## src/rtl/nibble_stream_sequencer_pkg.sv

```systemverilog
// nibble_stream_sequencer_pkg
//    Shared constants and FSM state encoding for the nibble stream sequencer.
//    Default build streams ascending nibble indices; define NSEQ_DESCEND_EN
//    to stream from the top nibble down to nibble 0.
package nibble_stream_sequencer_pkg;

   localparam int NSEQ_NIBBLES = 32;
   localparam int NSEQ_IDXW    = 5;
   localparam int NSEQ_BLK_W   = 128;

   typedef enum logic {
      ST_IDLE = 1'b0,
      ST_RUN  = 1'b1
   } nseq_state_e;

endpackage

```

## src/rtl/nibble_stream_sequencer_index_counter.sv

```systemverilog
// nseq_index_counter
//    Loadable nibble-index counter with enable and terminal-count detect.
//    Counts up by default or down when DOWN is set; the terminal compare is
//    made on the current value, so the counter never steps past LAST on an
//    enable that the caller gates with term_o.
// Ports
//    clock_i  : clock
//    reset_i  : asynchronous active-high reset (index -> 0)
//    load_i   : load START (priority over en_i)
//    en_i     : step the index by one
//    idx_o    : current index
//    term_o   : index equals LAST
module nseq_index_counter #(
   parameter int              IDXW  = 5,
   parameter logic [IDXW-1:0] START = '0,
   parameter logic [IDXW-1:0] LAST  = '1,
   parameter bit              DOWN  = 1'b0
) (
   input  logic            clock_i,
   input  logic            reset_i,
   input  logic            load_i,
   input  logic            en_i,
   output logic [IDXW-1:0] idx_o,
   output logic            term_o
);

   logic [IDXW-1:0] idx_q;
   logic [IDXW-1:0] idx_d;

   always_comb begin
      idx_d = idx_q;
      if (load_i) begin
         idx_d = START;
      end else if (en_i) begin
         idx_d = DOWN ? (idx_q - IDXW'(1)) : (idx_q + IDXW'(1));
      end
   end

   always_ff @(posedge clock_i or posedge reset_i) begin
      if (reset_i) begin
         idx_q <= '0;
      end else begin
         idx_q <= idx_d;
      end
   end

   assign idx_o  = idx_q;
   assign term_o = (idx_q == LAST);

endmodule

```

## src/rtl/nibble_stream_sequencer.sv

```systemverilog
// nibble_stream_sequencer
//    Accepts a 128-bit block, holds it, and streams it one nibble per
//    handshake to the A5/1 stage through an external nibble-select mux.
//    Optional macro NSEQ_DESCEND_EN: stream from index NIBBLES-1 down to 0.
//
//    state   | meaning
//    --------+---------------------------------------------------
//    IDLE    | blk_ready high, waiting for a block to capture
//    RUN     | nib_valid high, streaming the held block
//
// Ports
//    clock_i / reset_i        : clock, asynchronous active-high reset
//    blk_data_i/blk_valid_i   : incoming block and its valid
//    blk_ready_o              : block accepted this cycle when valid
//    flush_i                  : synchronous abort of the current block
//    mux_in_o / mux_index_o   : held block and nibble select to the mux
//    mux_nibble_i             : selected nibble back from the mux
//    nib_data_o/nib_valid_o   : nibble stream to the A5/1 stage
//    nib_ready_i / nib_last_o : downstream ready, final-nibble marker
module nibble_stream_sequencer
   import nibble_stream_sequencer_pkg::*;
#(
   parameter int NIBBLES = NSEQ_NIBBLES,
   parameter int IDXW    = NSEQ_IDXW
) (
   input  logic                  clock_i,
   input  logic                  reset_i,
   input  logic [NSEQ_BLK_W-1:0] blk_data_i,
   input  logic                  blk_valid_i,
   output logic                  blk_ready_o,
   input  logic                  flush_i,
   output logic [NSEQ_BLK_W-1:0] mux_in_o,
   output logic [IDXW-1:0]       mux_index_o,
   input  logic [3:0]            mux_nibble_i,
   output logic [3:0]            nib_data_o,
   output logic                  nib_valid_o,
   input  logic                  nib_ready_i,
   output logic                  nib_last_o
);

`ifdef NSEQ_DESCEND_EN
   localparam logic [IDXW-1:0] IDX_START = IDXW'(NIBBLES - 1);
   localparam logic [IDXW-1:0] IDX_LAST  = '0;
   localparam bit              IDX_DOWN  = 1'b1;
`else
   localparam logic [IDXW-1:0] IDX_START = '0;
   localparam logic [IDXW-1:0] IDX_LAST  = IDXW'(NIBBLES - 1);
   localparam bit              IDX_DOWN  = 1'b0;
`endif

   nseq_state_e           state_q;
   logic [NSEQ_BLK_W-1:0] hold_q;
   logic                  blk_ready_q;
   logic                  nib_valid_q;

   logic [IDXW-1:0] idx;
   logic            idx_term;
   logic            handshake;
   logic            capture;
   logic            cnt_en;

   assign handshake = nib_valid_q & nib_ready_i;
   assign capture   = (state_q == ST_IDLE) & blk_valid_i & ~flush_i;
   // The last nibble leaves the index parked at its end value; the next
   // capture reloads it, so there is never a wrap into a second pass.
   assign cnt_en    = (state_q == ST_RUN) & handshake & ~flush_i & ~idx_term;

   nseq_index_counter #(
      .IDXW  (IDXW),
      .START (IDX_START),
      .LAST  (IDX_LAST),
      .DOWN  (IDX_DOWN)
   ) u_index (
      .clock_i (clock_i),
      .reset_i (reset_i),
      .load_i  (capture),
      .en_i    (cnt_en),
      .idx_o   (idx),
      .term_o  (idx_term)
   );

   always_ff @(posedge clock_i or posedge reset_i) begin
      if (reset_i) begin
         state_q     <= ST_IDLE;
         hold_q      <= '0;
         blk_ready_q <= 1'b1;
         nib_valid_q <= 1'b0;
      end else begin
         unique case (state_q)
            ST_IDLE: begin
               if (capture) begin
                  state_q     <= ST_RUN;
                  hold_q      <= blk_data_i;
                  blk_ready_q <= 1'b0;
                  nib_valid_q <= 1'b1;
               end
            end
            ST_RUN: begin
               // flush wins over a coincident handshake
               if (flush_i || (handshake && idx_term)) begin
                  state_q     <= ST_IDLE;
                  blk_ready_q <= 1'b1;
                  nib_valid_q <= 1'b0;
               end
            end
         endcase
      end
   end

   assign blk_ready_o = blk_ready_q;
   assign nib_valid_o = nib_valid_q;
   assign nib_last_o  = nib_valid_q & idx_term;
   assign mux_in_o    = hold_q;
   assign mux_index_o = idx;
   assign nib_data_o  = mux_nibble_i;

endmodule

```

## config.mk

```make
export PLATFORM = sky130hd
export DESIGN_NAME = nibble_stream_sequencer
export DESIGN_NICKNAME = d
export VERILOG_FILES = /design/src/rtl/nibble_stream_sequencer_pkg.sv /design/src/rtl/nibble_stream_sequencer_index_counter.sv /design/src/rtl/nibble_stream_sequencer.sv
export SDC_FILE = /design/constraint.sdc
export NUM_CORES = 1
export LEC_CHECK = 0
export BUFFER_PORTS_ARGS = -buffer_cell sky130_fd_sc_hd__clkbuf_2
export CAP_MARGIN = 5
export CORE_ASPECT_RATIO = 0.75
export CORE_MARGIN = 5
export CORE_UTILIZATION = 30
export CTS_BUF_LIST = sky130_fd_sc_hd__clkbuf_16
export CTS_CLUSTER_SIZE = 8
export DETAILED_ROUTE_END_ITERATION = 8
export GPL_ROUTABILITY_DRIVEN = 1
export PLACE_DENSITY = 0.55
export SLEW_MARGIN = 20
export SYNTH_ARGS = -nofsm -noshare
export SYNTH_HDL_FRONTEND = slang
export SYNTH_SLANG_ARGS = --single-unit
```

## constraint.sdc

```tcl
create_clock -name clock_i -period 9.59 [get_ports clock_i]
set_input_delay 0.4795 -clock clock_i [delete_from_list [all_inputs] [get_ports clock_i]]
set_output_delay 0.4795 -clock clock_i [all_outputs]
set_load 0.02 [all_outputs]
```

==> results of run 1 <==
metrics by stage:
step / instance area, sq um / total power [mW]
finish: 7362 / 1.720
global route: 7362 / 1.814
CTS: 7362 / 1.748
detailed placement: 6775 / 1.085
global placement: 6775 / 1.084
floorplan: 5326 / 0.9357
routing by layer:
layer / wire length [um] / global-route usage (%)
met1: 6795 / 19.37
met2: 6066 / 19.38
met3: 1357 / 5.559
met4: 87 / 3.846
met5: 0 / 0
cell families after synthesis:
kind of cell             Yosys count
buffers and inverters             35
AND/OR/NAND/NOR                  406
AO/OA/AOI/OAI                      9
multiplexers                       2
flip-flops                       136
adder cells (fa/ha/maj)            2
power by group through the flow:
stage	combinational, mW	sequential [mW]	clock, mW
3_5_place_dp	0.362	0.723	0
2_1_floorplan	0.103	0.833	0
3_3_place_gp	0.359	0.726	0
6_report	0.353	0.716	0.651
4_1_cts	0.362	0.716	0.671
5_1_grt	0.390	0.727	0.698
critical path, stage by stage (launching register included):
cell and delay, ns:
dfrtp_1 0.66, or3b_4 0.65, buf_4 0.73, nand2_1 0.11
mux2i_1 0.15
state kept, by name, indices dropped and copies added, names as in the netlist:
name	cells
blk_ready_o	1
mux_in_o	128
nib_valid_o	1
state_q	1
u_index.idx_o	5
cell type report:
type                            count  area (sq um)  share of cell area, %
Clock inverter                     15         161.4                  2.192
Clock buffer                       17         425.4                  5.778
Tap cell                          242         302.8                  4.113
Multi-Input combinational cell    419          1688                  22.93
Timing Repair Buffer              272          1371                  18.63
Sequential cell                   136          3405                  46.24
Inverter                            1         8.758                 0.1190
cells in the mapped netlist (2+ instances only):
cell type / instances / share of area [%]
clkbuf_1: 8 / 0.56
a21oi_1: 3 / 0.28
mux2i_1: 2 / 0.38
o211ai_1: 2 / 0.28
o21ai_0: 2 / 0.19
buf_4: 4 / 0.56
ha_1: 2 / 0.47
buf_6: 11 / 2.3
dfrtp_1: 135 / 63
nand4_1: 2 / 0.23
nor2_1: 2 / 0.14
nand2_1: 389 / 27
buf_2: 11 / 1.0
nand3_1: 5 / 0.47
worst min path at each step:
stage | slack [ns] | start | end
after floorplan | 0.55 | flush_i | state_q
after global placement | 0.46 | mux_in_o[92] | mux_in_o[92]
after detailed placement | 0.46 | mux_in_o[118] | mux_in_o[118]
after CTS | 0.15 | reset_i | mux_in_o[108]
after global routing | 0.18 | reset_i | mux_in_o[108]
final | 0.13 | reset_i | mux_in_o[108]
==> results.py, run 1 <==
metrics = {
    "pwr": {
        "leakagePower_nw": 4.326,
        "p_switching_mw": 0.5348,
        "seqPwrFrac_pct": 41.6,
        "p_int_mw": 1.186,
        "p_sw_share_pct": 31.08,
        "p_per_area_nw_per_um2": 233.7,
        "comb_power_share_pct": 20.5,
        "peakVddDrop_v": 0.00009162,
        "power_frac_clock_pct": 37.9,
    },
    "final_layout": {
        "num_antenna_cells": 0,
        "nets": 986,
        "final_core_util_pct": 41.94,
        "drive_above_1_share_pct": 35.81,
        "layout.cells.non_filler": 1102,
        "synthToLayoutAreaGrowth_pct": 38.22,
        "final_common_cell": "nand2_1",
        "final_cell_mix": "nand2_1, clkbuf_2, dfrtp_1",
        "fill_cells": 1852,
    },
    "yosys": {
        "yosys_register_bits": 136,
        "yosysSeqAreaShare_pct": 63.92,
        "synthesis.nets": 729,
        "synth_area_per_cell_sq_um": 9.028,
        "synth_top_family_by_area": "simple AND/OR/NAND/NOR gates",
        "yosysUniqueCellTypes": 26,
        "synthMuxAreaShare_pct": 0.3759,
        "synth_area_sq_um": 5326,
        "yosysWarnings": 0,
        "synth-edff-count": 0,
        "synth_ff_type": "dfrtp_1",
        "synthSimpleGateAreaFrac_pct": 29.57,
        "synth_xor_area_share_pct": 0,
        "synth_cells": 590,
        "synth_compound_area_share_pct": 1.104,
        "synth_async_sr_flop_share_pct": 100.0,
        "synth_fa_ha_area_share_pct": 0.4698,
    },
    "worst_setup_path": {
        "critPathLaunchType": "flip-flop",
        "cp_max_fo": 78,
        "cp-endpoint": "u_index.idx_o[2]",
        "cp-end-kind": "flip-flop",
        "reg2reg_depth": 4,
        "critPathLaunch": "state_q",
        "r2r_end": "u_index.idx_o[2]",
        "worstReg2RegStart": "state_q",
        "path_class": "flip-flop to flip-flop",
        "worstPathArrival_ns": 2.73,
        "rrSetupSlack_ns": 7.18,
        "cp.required_ns": 9.92,
    },
    "worst_hold_path": {
        "min_path_type": "input port to async pin",
    },
    "floorplan": {
        "die-area_sq_um": 20550,
        "ios": 277,
        "coreArea_sq_um": 17550,
        "fp-row-count": 42,
        "die_y_um": 125.4,
        "die_w_um": 163.9,
        "initial_core_util_pct": 30.35,
    },
    "sta": {
        "tightest_slew_ns": 0.9004,
        "fin_skew_ns": 0.007564,
        "setup_tns_ns": 0,
        "hold_viol": 0,
        "setup-violations-final": 0,
        "rsz0062_at_grt": "no",
        "timing.hold.ws_ns": 0.1301,
        "setup_ws_ns": 7.185,
        "fin_crit_ns": 2.405,
        "finalMaxSlewViolations": 0,
        "fin_crit_sh_pct": 25.08,
        "fmax_ghz": 0.4158,
        "max_slew_margin_pct": 39.97,
    },
    "global_route": {
        "grt_pass1_vias": 4362,
        "antenna_found_initial": 0,
        "grt_max_degree": 79,
        "overflow": 0,
        "grt_usage_pct": 13.71,
        "grt_pass1_wl_um": 22810,
    },
    "placed_design": {
        "placedCellCount": 1070,
        "dp_hpwl_um": 9910,
        "gp_congestion": 0.7609,
        "io_buffers": 268,
        "post-place-ws_ns": 7.095,
    },
    "clocking": {
        "numCtsBuffers": 17,
        "numClockSinks": 136,
        "clock-root-buffer": "clkbuf_16",
        "clock_latency_ns": 0.41,
        "ctsResizeCount": 0,
        "htree_levels": 4,
        "clkTransAtPathRegs_ns": 0.06,
        "cts_tree": "done",
        "cts_hold_buf": 0,
        "post_cts_buffers": 0,
        "cts.path.max_buffers": 2,
    },
    "flow_run": {
        "maxCapViolCount": 0,
    },
    "detailed_routing": {
        "avgRoutedWirePerCell_um": 12.98,
        "wl_um": 14310,
        "viasPerCell": 4.108,
        "num_vias": 4527,
        "dr.pass1.iters": 4,
        "ant_nets": 0,
        "drtIter0Drc": 310,
        "drc_errors": 0,
    },
    "run_status": {
        "outcome": "completed",
    },
}
No activity file was read; power rests on OpenSTA's default activity.
==> run 2, diff against run 1 <==
--- a/config.mk
+++ b/config.mk
@@ -14,7 +14,7 @@
 export CTS_CLUSTER_SIZE = 8
 export DETAILED_ROUTE_END_ITERATION = 8
 export GPL_ROUTABILITY_DRIVEN = 1
-export PLACE_DENSITY = 0.55
+export PLACE_DENSITY = 0.57
 export SLEW_MARGIN = 20
 export SYNTH_ARGS = -nofsm -noshare
 export SYNTH_HDL_FRONTEND = slang
==> constraint.sdc (replaced) <==
create_clock -name clock_i -period 2.03 [get_ports clock_i]
set_input_delay 0.1015 -clock clock_i [delete_from_list [all_inputs] [get_ports clock_i]]
set_output_delay 0.1015 -clock clock_i [all_outputs]
set_load 0.02 [all_outputs]
==> run 2 against run 1 <==
Cell area grew 19%. Via count grew 14%. Global-route usage grew 2.1 points. Clock-buffer cell count is the same. Clock power grew to 5.1 times the previous value. Clock skew grew 0.0041 ns. Critical path type unchanged. Sequential power grew to 4.7 times the previous value. First-iteration DRC count shrank 0.65%. Critical path depth grew 3. Cell count grew 12%.
==> results.py, run 2 (synthesized netlist as in run 1, its figures left out) <==
metrics = {
    "global_route": {
        "antenna_found_initial": 0,
        "overflow": 0,
        "grt_pass1_vias": 5316,
        "grt_usage_pct": 15.84,
        "grt_max_degree": 81,
        "grt_pass1_wl_um": 26330,
    },
    "worst_setup_path": {
        "worstPathArrival_ns": 2.23,
        "worstReg2RegStart": "u_index.idx_o[0]",
        "cp_top_family": "buffers and inverters",
        "cp.required_ns": 2.38,
        "critPathLaunch": "u_index.idx_o[0]",
        "rrSetupSlack_ns": 0.15,
        "cp_max_fo": 5,
        "r2r_end": "state_q",
        "cpMaxStageDelayCell": "dlygate4sd3_1",
        "critical_path.cell_chain": "ha_1, and3_1, ha_2, nand4_1, o21ai_0, nor2_1, dlygate4sd3_1",
        "crit_cells": 7,
        "critPathLaunchType": "flip-flop",
        "cp-end-kind": "flip-flop",
        "cp.buffers_inverters": 1,
        "max_stage_delay_ns": 0.55,
        "reg2reg_depth": 7,
        "path_class": "flip-flop to flip-flop",
        "cp-endpoint": "state_q",
    },
    "sta": {
        "rsz0062_at_grt": "no",
        "hold_viol": 0,
        "setup_tns_ns": 0,
        "fin_crit_sh_pct": 92.68,
        "tightest_slew_ns": 0.6431,
        "fmax_ghz": 0.5315,
        "fin_crit_ns": 1.881,
        "finalMaxSlewViolations": 0,
        "timing.hold.ws_ns": 0.05647,
        "setup-violations-final": 0,
        "max_slew_margin_pct": 57.13,
        "fin_skew_ns": 0.01163,
    },
    "placed_design": {
        "dp_hpwl_um": 10420,
        "io_buffers": 268,
        "placedCellCount": 1073,
        "gp_congestion": 0.7621,
    },
    "final_layout": {
        "nets": 1120,
        "num_antenna_cells": 0,
        "largest_register_ffs": 128,
        "final_common_cell": "nand2_1",
        "fill_cells": 1627,
        "final_core_util_pct": 50.12,
        "final_cell_mix": "nand2_1, clkbuf_2, dfrtp_1",
        "synthToLayoutAreaGrowth_pct": 65.16,
        "drive_above_1_share_pct": 31.49,
        "layout.cells.non_filler": 1236,
    },
    "floorplan": {
        "die_w_um": 163.9,
        "fp-row-count": 42,
        "ios": 277,
        "initial_core_util_pct": 30.35,
        "die_y_um": 125.4,
        "die-area_sq_um": 20550,
        "coreArea_sq_um": 17550,
    },
    "pwr": {
        "p_per_area_nw_per_um2": 976.3,
        "power.total_mw": 8.588,
        "peakVddDrop_v": 0.0004712,
        "leakagePower_nw": 4.914,
    },
    "clocking": {
        "cts_tree": "done",
        "numClockSinks": 136,
        "numCtsBuffers": 17,
        "cts.path.max_buffers": 2,
        "clock-root-buffer": "clkbuf_16",
        "clkTransAtPathRegs_ns": 0.06,
        "clock_latency_ns": 0.42,
        "post_cts_buffers": 0,
        "htree_levels": 4,
    },
    "detailed_routing": {
        "viasPerCell": 4.183,
        "num_vias": 5170,
        "wl_um": 16260,
        "avgRoutedWirePerCell_um": 13.15,
        "drc_errors": 0,
        "dr.pass1.iters": 4,
        "drtIter0Drc": 308,
        "ant_nets": 0,
    },
    "worst_hold_path": {
        "min_path_type": "input port to flip-flop",
        "hold_start": "nib_ready_i",
    },
    "flow_run": {
        "maxCapViolCount": 0,
    },
    "run_status": {
        "outcome": "completed",
    },
}
## run 2: per-stage QoR
step / instance area [sq um] / setup WS [ns]
2_1_floorplan: 5330 / 0.1776
3_3_place_gp: 6859 / 0.1649
3_5_place_dp: 6859 / 0.1483
4_1_cts: 8795 / 0.1105
5_1_grt: 8797 / 0.03138
6_report: 8797 / 0.1486
## run 2: tightest hold or removal path: stages
cell      delay (ns)
clkbuf_2        0.11
a31o_2          0.16
a21oi_1         0.06
## run 2: timing repair
action | in CTS | in global routing
endpoints found under the hold margin | 264 | 0
gates resized for setup | 0 | 1
endpoints found under the setup margin | 0 | 1
hold buffers | 131 | 0
## run 2: report_power, final
part | internal (mW) | leakage [nW] | switching (mW)
logic | 0.733 | 2.92 | 1.19
clock network | 2.06 | 0.300 | 1.23
registers | 3.14 | 1.70 | 0.238
## run 2: layout make-up
| class | count | area [sq um] | area share, % |
|---|---|---|---|
| flip-flops and latches | 136 | 3405 | 38.70 |
| repair buffers | 406 | 2768 | 31.46 |
| well taps | 242 | 302.8 | 3.442 |
| clock inverters | 15 | 198.9 | 2.261 |
| clock buffers | 17 | 425.4 | 4.836 |
| inverters | 1 | 7.507 | 0.08534 |
| multi-input cells | 419 | 1690 | 19.21 |
## run 2: worst min path at each step
stage / endpoint / slack (ns) / cells after the start
finish: nib_valid_o / 0.06 / 3
global placement: nib_data_o[2] / 0.20 / 0
global route: nib_valid_o / 0.07 / 3
detailed placement: nib_data_o[2] / 0.20 / 0
CTS: nib_valid_o / 0.04 / 3
floorplan: state_q / 0.17 / 1
## run 2: metal layers
layer  vias to the layer above  part of all wire (%)  track usage, %
li1                       2572                     -               -
met1                      2387                    44           19.76
met2                       187                    46           25.16
met3                        24                   8.7           6.447
met4                         0                   1.8           5.030
met5                         -                     0               0
